### config.mk
export PLATFORM = sky130hd
export DESIGN_NAME = l1_mem_arbiter_flat
export DESIGN_NICKNAME = d
export VERILOG_FILES = /design/src/rtl/mem_arb_pkg.sv /design/src/rtl/l1_mem_arbiter_if.sv /design/src/rtl/l1_mem_arb_pick.sv /design/src/rtl/l1_mem_arbiter.sv /design/src/flat_wrapper.sv
export SDC_FILE = /design/constraint.sdc
export NUM_CORES = 2
export LEC_CHECK = 0
export ABC_AREA = 1
export ABC_CLOCK_PERIOD_IN_PS = 1960
export BUFFER_PORTS_ARGS = -buffer_cell sky130_fd_sc_hd__buf_2
export CAP_MARGIN = 25
export CELL_PAD_IN_SITES_DETAIL_PLACEMENT = 1
export CELL_PAD_IN_SITES_GLOBAL_PLACEMENT = 1
export CORE_AREA = 2 2 542 544
export CTS_BUF_LIST = sky130_fd_sc_hd__clkbuf_4 sky130_fd_sc_hd__clkbuf_8 sky130_fd_sc_hd__clkbuf_16
export DETAILED_ROUTE_END_ITERATION = 12
export DIE_AREA = 0 0 544 546
export GPL_TIMING_DRIVEN = 1
export PLACE_DENSITY_LB_ADDON = 0.15
export SLEW_MARGIN = 40
export SYNTH_ARGS = -nofsm -noshare
export SYNTH_HDL_FRONTEND = slang
export SYNTH_SLANG_ARGS = --single-unit
### constraint.sdc
create_clock -name CLK -period 1.96 [get_ports CLK]
set_input_delay 0 -clock CLK [delete_from_list [all_inputs] [get_ports CLK]]
set_output_delay 0 -clock CLK [all_outputs]
set_load 0.005 [all_outputs]
### src/rtl/mem_arb_pkg.sv
// Shared types and constants for the L1 block-memory arbiter.
// Holds the FSM state encoding and the owner codes.
package mem_arb_pkg;

  localparam int BLOCK_W_DEF = 256;
  localparam int STREAK_W    = 4;

  typedef enum logic [2:0] {
    ST_IDLE    = 3'd0,
    ST_I_RD    = 3'd1,
    ST_D_RD    = 3'd2,
    ST_D_WR    = 3'd3,
    ST_RELEASE = 3'd4
  } state_t;

  typedef enum logic [1:0] {
    OWN_NONE = 2'd0,
    OWN_I    = 2'd1,
    OWN_DR   = 2'd2,
    OWN_DW   = 2'd3
  } owner_t;

endpackage

### src/rtl/l1_mem_arbiter_if.sv
// Bundle of cache-side, memory-side and status signals around the arbiter.
// slave = arbiter view, master = caches plus memory view.
interface l1_mem_arbiter_if
  import mem_arb_pkg::*;
#(
  parameter int ADDR_W  = 32,
  parameter int BLOCK_W = BLOCK_W_DEF
);
  logic               i_req;
  logic [ADDR_W-1:0]  i_addr;
  logic [BLOCK_W-1:0] i_data;
  logic               i_valid;
  logic               d_read_req;
  logic               d_write_req;
  logic [ADDR_W-1:0]  d_addr;
  logic [BLOCK_W-1:0] d_write_data;
  logic [BLOCK_W-1:0] d_read_data;
  logic               d_read_valid;
  logic               d_write_valid;
  logic [ADDR_W-1:0]  mem_addr;
  logic               mem_blk_read;
  logic               mem_blk_write;
  logic [BLOCK_W-1:0] mem_write_data;
  logic [BLOCK_W-1:0] mem_read_data;
  logic               mem_read_valid;
  logic               mem_write_valid;
  logic               busy;
  logic [1:0]         owner;

  modport slave (
    input  i_req, i_addr, d_read_req, d_write_req, d_addr, d_write_data,
           mem_read_data, mem_read_valid, mem_write_valid,
    output i_data, i_valid, d_read_data, d_read_valid, d_write_valid,
           mem_addr, mem_blk_read, mem_blk_write, mem_write_data, busy, owner
  );

  modport master (
    output i_req, i_addr, d_read_req, d_write_req, d_addr, d_write_data,
           mem_read_data, mem_read_valid, mem_write_valid,
    input  i_data, i_valid, d_read_data, d_read_valid, d_write_valid,
           mem_addr, mem_blk_read, mem_blk_write, mem_write_data, busy, owner
  );
endinterface

### src/rtl/l1_mem_arb_pick.sv
// Combinational grant selector: write-back, then D read, then I read,
// except that a waiting I request wins once the D streak hits its limit.
module l1_mem_arb_pick
  import mem_arb_pkg::*;
#(
  parameter int MAX_D_STREAK = 4
) (
  input  logic                iReq,
  input  logic                dReadReq,
  input  logic                dWriteReq,
  input  logic [STREAK_W-1:0] dStreak,
  output owner_t              grant
);

  always_comb begin
    grant = OWN_NONE;
    if (iReq && (dStreak == STREAK_W'(MAX_D_STREAK))) grant = OWN_I;
    else if (dWriteReq)                                grant = OWN_DW;
    else if (dReadReq)                                 grant = OWN_DR;
    else if (iReq)                                     grant = OWN_I;
  end

endmodule

### src/rtl/l1_mem_arbiter.sv
// Shares one block-memory port between the L1 I- and D-caches, with fixed
// D priority bounded by a starvation limit and a one-cycle RELEASE per grant.
module l1_mem_arbiter
  import mem_arb_pkg::*;
#(
  parameter int ADDR_W       = 32,
  parameter int BLOCK_W      = BLOCK_W_DEF,
  parameter int MAX_D_STREAK = 4
) (
  input logic             CLK,
  input logic             RESET,
  l1_mem_arbiter_if.slave bus
);

  state_t              state, stateNext;
  owner_t              grant, ownerQ;
  logic [STREAK_W-1:0] dStreak;
  logic [ADDR_W-1:0]   memAddr;
  logic [BLOCK_W-1:0]  memWriteData, iData, dReadData;

  l1_mem_arb_pick #(.MAX_D_STREAK(MAX_D_STREAK)) uPick (
    .iReq      (bus.i_req),
    .dReadReq  (bus.d_read_req),
    .dWriteReq (bus.d_write_req),
    .dStreak   (dStreak),
    .grant     (grant)
  );

  always_ff @(posedge CLK) begin
    if (RESET) state <= ST_IDLE;
    else       state <= stateNext;
  end

  // Responses arriving in a state that does not expect them are dropped.
  always_comb begin
    stateNext = state;
    unique case (state)
      ST_IDLE: begin
        unique case (grant)
          OWN_I:   stateNext = ST_I_RD;
          OWN_DR:  stateNext = ST_D_RD;
          OWN_DW:  stateNext = ST_D_WR;
          default: stateNext = ST_IDLE;
        endcase
      end
      ST_I_RD, ST_D_RD: if (bus.mem_read_valid)  stateNext = ST_RELEASE;
      ST_D_WR:          if (bus.mem_write_valid) stateNext = ST_RELEASE;
      ST_RELEASE:       stateNext = ST_IDLE;
      default:          stateNext = ST_IDLE;
    endcase
  end

  always_ff @(posedge CLK) begin
    if (RESET) begin
      ownerQ       <= OWN_NONE;
      dStreak      <= '0;
      memAddr      <= '0;
      memWriteData <= '0;
      iData        <= '0;
      dReadData    <= '0;
    end else begin
      if (state == ST_IDLE && grant != OWN_NONE) begin
        ownerQ  <= grant;
        memAddr <= (grant == OWN_I) ? bus.i_addr : bus.d_addr;
        if (grant == OWN_DW) memWriteData <= bus.d_write_data;
        // Streak counts only D grants that made a pending I request wait.
        if (grant == OWN_I || !bus.i_req)
          dStreak <= '0;
        else if (dStreak != STREAK_W'(MAX_D_STREAK))
          dStreak <= dStreak + 1'b1;
      end
      if (state == ST_RELEASE) ownerQ <= OWN_NONE;
      if (state == ST_I_RD && bus.mem_read_valid) iData     <= bus.mem_read_data;
      if (state == ST_D_RD && bus.mem_read_valid) dReadData <= bus.mem_read_data;
    end
  end

  assign bus.mem_addr       = memAddr;
  assign bus.mem_write_data = memWriteData;
  assign bus.mem_blk_read   = (state == ST_I_RD) || (state == ST_D_RD);
  assign bus.mem_blk_write  = (state == ST_D_WR);
  assign bus.i_data         = iData;
  assign bus.d_read_data    = dReadData;
  assign bus.i_valid        = (state == ST_RELEASE) && (ownerQ == OWN_I);
  assign bus.d_read_valid   = (state == ST_RELEASE) && (ownerQ == OWN_DR);
  assign bus.d_write_valid  = (state == ST_RELEASE) && (ownerQ == OWN_DW);
  assign bus.busy           = (state != ST_IDLE);
  assign bus.owner          = ownerQ;

endmodule

### src/flat_wrapper.sv
// flat-port wrapper written by rule: the top's interface ports become plain ports
module l1_mem_arbiter_flat import mem_arb_pkg::*;
#(
  parameter int ADDR_W       = 32,
  parameter int BLOCK_W      = BLOCK_W_DEF,
  parameter int MAX_D_STREAK = 4
)
  (CLK, RESET, bus_i_req, bus_i_addr, bus_d_read_req, bus_d_write_req, bus_d_addr, bus_d_write_data, bus_mem_read_data, bus_mem_read_valid, bus_mem_write_valid, bus_i_data, bus_i_valid, bus_d_read_data, bus_d_read_valid, bus_d_write_valid, bus_mem_addr, bus_mem_blk_read, bus_mem_blk_write, bus_mem_write_data, bus_busy, bus_owner);
  l1_mem_arbiter_if #(.ADDR_W(ADDR_W), .BLOCK_W(BLOCK_W)) bus_i ();
  input logic CLK;
  input logic RESET;
  input wire logic [$bits(bus_i.i_req)-1:0] bus_i_req;
  input wire logic [$bits(bus_i.i_addr)-1:0] bus_i_addr;
  input wire logic [$bits(bus_i.d_read_req)-1:0] bus_d_read_req;
  input wire logic [$bits(bus_i.d_write_req)-1:0] bus_d_write_req;
  input wire logic [$bits(bus_i.d_addr)-1:0] bus_d_addr;
  input wire logic [$bits(bus_i.d_write_data)-1:0] bus_d_write_data;
  input wire logic [$bits(bus_i.mem_read_data)-1:0] bus_mem_read_data;
  input wire logic [$bits(bus_i.mem_read_valid)-1:0] bus_mem_read_valid;
  input wire logic [$bits(bus_i.mem_write_valid)-1:0] bus_mem_write_valid;
  output wire logic [$bits(bus_i.i_data)-1:0] bus_i_data;
  output wire logic [$bits(bus_i.i_valid)-1:0] bus_i_valid;
  output wire logic [$bits(bus_i.d_read_data)-1:0] bus_d_read_data;
  output wire logic [$bits(bus_i.d_read_valid)-1:0] bus_d_read_valid;
  output wire logic [$bits(bus_i.d_write_valid)-1:0] bus_d_write_valid;
  output wire logic [$bits(bus_i.mem_addr)-1:0] bus_mem_addr;
  output wire logic [$bits(bus_i.mem_blk_read)-1:0] bus_mem_blk_read;
  output wire logic [$bits(bus_i.mem_blk_write)-1:0] bus_mem_blk_write;
  output wire logic [$bits(bus_i.mem_write_data)-1:0] bus_mem_write_data;
  output wire logic [$bits(bus_i.busy)-1:0] bus_busy;
  output wire logic [$bits(bus_i.owner)-1:0] bus_owner;
  assign bus_i.i_req = bus_i_req;
  assign bus_i.i_addr = bus_i_addr;
  assign bus_i.d_read_req = bus_d_read_req;
  assign bus_i.d_write_req = bus_d_write_req;
  assign bus_i.d_addr = bus_d_addr;
  assign bus_i.d_write_data = bus_d_write_data;
  assign bus_i.mem_read_data = bus_mem_read_data;
  assign bus_i.mem_read_valid = bus_mem_read_valid;
  assign bus_i.mem_write_valid = bus_mem_write_valid;
  assign bus_i_data = bus_i.i_data;
  assign bus_i_valid = bus_i.i_valid;
  assign bus_d_read_data = bus_i.d_read_data;
  assign bus_d_read_valid = bus_i.d_read_valid;
  assign bus_d_write_valid = bus_i.d_write_valid;
  assign bus_mem_addr = bus_i.mem_addr;
  assign bus_mem_blk_read = bus_i.mem_blk_read;
  assign bus_mem_blk_write = bus_i.mem_blk_write;
  assign bus_mem_write_data = bus_i.mem_write_data;
  assign bus_busy = bus_i.busy;
  assign bus_owner = bus_i.owner;
  l1_mem_arbiter #(.ADDR_W(ADDR_W), .BLOCK_W(BLOCK_W), .MAX_D_STREAK(MAX_D_STREAK)) u_core (.CLK(CLK), .RESET(RESET), .bus(bus_i));
endmodule
==> impl_metrics.py <==
metrics = {
    "route": {
        "vias": 36000,
        "wl_per_cell_um": 19.3,
        "drc": 0,
        "drt-pass1-iter-count": 5,
        "ant_nets": 0,
        "routed_wl_um": 207000,
        "drt-initial-drc-count": 1334,
        "vias_per_cell": 3.37,
    },
    "setup_path": {
        "startpoint_type": "register",
        "critPathKind": "reg -> reg",
        "end_kind": "register",
        "critical_path_buf_inv_count": 3,
        "crit_slowest_cell": "dlygate4sd3_1",
        "worstPathRequired_ps": 2740,
        "timing.critical_path.mode_cell": "nand3_1",
        "path_cells": "nor2_4 -> nand2_1 -> inv_2 -> nand3_1 -> nand3_1 -> nand3_1 -> inv_1 -> dlygate4sd3_1",
        "path_delay_family": "buffers and inverters",
        "arrival_ps": 2600,
        "cp_max_fo": 5,
        "critPathMaxStageDelay_ps": 530,
    },
    "clocking": {
        "clk_pin_slew_worst_paths_ps": 60,
        "cts_tree": "yes",
        "cts_made_buffers": 115,
        "insertion_delay_ps": 830,
        "cts_max_path_buffers": 4,
        "cts_sinks": 809,
        "ctsRootBufferMaster": "clkbuf_16",
        "htreeDepth": 3,
    },
    "logic_synthesis": {
        "synth_cells": 4202,
        "synth_top_area_share": 0.537,
        "ys_warn_count": 0,
        "synth_ff_type": "dfxtp_1",
        "synth_most_common_cell": "nor2_1",
        "avgSynthCellArea_um2": 7.18,
        "synth.area.top_cells": "dfxtp_1, nor2_1, o21ai_0",
        "yosys.cell_types.count": 20,
        "synth_edf_count": 0,
        "ys_ff_latch": 809,
        "ys_top_cells_by_count": "nor2_1, dfxtp_1, nand2_1",
        "netlist_area_um2": 30200,
        "async_flop_share": 0,
        "synth_area_leader_cell": "dfxtp_1",
        "ys_seq_area_frac": 0.537,
        "synthesis.nets": 4787,
    },
    "die": {
        "die_h_um": 546,
        "rows": 199,
        "ioPinCount": 1391,
        "fp.dieW_um": 544,
        "die_area_um2": 297000,
        "core_area_um2": 292000,
        "initial_core_util": 0.103,
    },
    "global_route": {
        "antenna_found_initial": 91,
        "first_global_vias": 38300,
        "grt.total_usage": 0.133,
        "grt-ovfl-total": 0,
        "grt_pass1_wl_um": 287000,
        "grt_start_max_net_pins": 81,
    },
    "sta": {
        "fmax_ghz": 0.549,
        "hold_violations": 0,
        "post-route-period-util": 0.930,
        "worst_slew_pin_slew_ps": 729,
        "maxSlewHeadroom": 0.514,
        "tns_ps": 0,
        "fin_crit_ps": 1820,
        "report.final.slew_viol_count": 0,
        "setup_violations": 0,
        "rsz0062_at_grt": "true",
        "fin_skew_ps": 44.8,
    },
    "place": {
        "place_congestion": 0.772,
        "place_area_um2": 42700,
        "hpwl_um": 161000,
        "portBuffers": 1390,
    },
    "layout": {
        "final_area_um2": 57500,
        "finalCoreUtilization": 0.197,
        "area_growth_pct": 90.6,
        "fillers": 35200,
        "nets": 7233,
        "drive_above_1_share": 0.265,
    },
    "run_status": {
        "status": "completed",
    },
    "run": {
        "cap_violations": 0,
    },
    "pwr": {
        "cellLeakagePower_nw": 27.6,
        "power.ir.vdd_worst_v": 0.000647,
        "p_per_area_nw_per_um2": 1170,
        "total_power_mw": 67.4,
    },
    "hold_path": {
        "hold_path_class": "in -> reg",
    },
}
-- report_power, final --
| part | internal [mW] | switching [mW] | leakage (nW) |
|---|---|---|---|
| registers | 20.7 | 2.33 | 6.62 |
| clock network | 12.9 | 8.73 | 1.95 |
| logic | 9.41 | 13.4 | 19.1 |
-- sequential cells by signal (all words and copies together) (netlist names) --
name,flops
u_core.bus.d_read_data,256
u_core.bus.i_data,256
u_core.bus.mem_write_data,256
u_core.bus.mem_addr,32
u_core.dStreak,4
u_core.state,3
u_core.bus.owner,2
-- cell usage in the layout (no fill, tap or decap), drive strengths merged --
| master | count |
|---|---|
| o21ai | 514 |
| clkinvlp | 2 |
| buf | 1542 |
| dfxtp | 809 |
| nand3 | 73 |
| clkinv | 15 |
| nor2 | 1096 |
| dlygate4sd3 | 1054 |
| nand2 | 604 |
| a21oi | 261 |
| clkbuf | 190 |
| nor3 | 5 |
| ha | 2 |
| o21bai | 1 |
| diode | 45 |
| bufinv | 2 |
| nand3b | 1 |
| nand4 | 1 |
| inv | 566 |
-- metrics by stage --
step,hold WS (ps),worst slack (ps),cells
3_5_place_dp,230,4.02,9387
5_1_grt,42.5,-47.5,10700
4_1_cts,1.09,5.22,10600
2_1_floorplan,135,308,4202
6_report,62.0,138,10700
3_3_place_gp,222,12.3,9387
-- worst paths after layout --
check / from / depth (start not counted) / slack [ps] / end
worst max-delay path: u_core.state[2] / 8 / 140 / u_core.state[1]
worst min-delay path: bus_d_write_data[52] / 4 / 60 / u_core.bus.mem_write_data[52]
worst max register to register: u_core.state[2] / 8 / 140 / u_core.state[1]
worst min register to register: u_core.bus.d_read_data[70] / 2 / 440 / u_core.bus.d_read_data[70]
-- timing repair --
| action | CTS | global route |
|---|---|---|
| endpoints found under the setup margin | 5 | 237 |
| endpoints found under the hold margin | 809 | 0 |
| cloned | 0 | 7 |
| buffers inserted | 0 | 2 |
| pin swaps | 0 | 2 |
| hold buffers | 1054 | 0 |
| gates resized for setup | 7 | 32 |
-- worst register-to-register path: stages (launching register included) --
cell and delay [ps]:
dfxtp_2 360, nor2_4 160, nand2_1 140, inv_2 140
nand3_1 170, nand3_1 130, nand3_1 80, inv_1 50
dlygate4sd3_1 530
-- metal layers --
layer	wire, µm	vias up	GRT usage
li1	-	17800	-
met1	80700	16800	0.144
met2	100000	1155	0.235
met3	19400	285	0.0546
met4	6350	30	0.0428
met5	192	-	0
-- cell type report --
| class | instances | area [µm²] | share of cell area |
|---|---|---|---|
| clock buffers | 184 | 3620 | 0.0630 |
| clock inverters | 23 | 226 | 0.00394 |
| inverters | 562 | 2120 | 0.0369 |
| diodes | 45 | 113 | 0.00196 |
| flip-flops and latches | 809 | 16200 | 0.282 |
| well taps | 3919 | 4900 | 0.0852 |
| multi-input cells | 2558 | 10800 | 0.188 |
| repair buffers | 2602 | 19500 | 0.340 |
-- logic make-up (layout without fill, tap and decap cells) --
logic type | count (synthesis) | count (layout) | synth area share
other | 0 | 45 | 0
AO/OA/AOI/OAI | 776 | 776 | 0.129
adder cells (fa/ha/maj) | 2 | 2 | 0.000829
buffers and inverters | 835 | 3371 | 0.108
flip-flops | 809 | 809 | 0.537
AND/OR/NAND/NOR | 1780 | 1780 | 0.226
(Power assumes the default switching activity.)
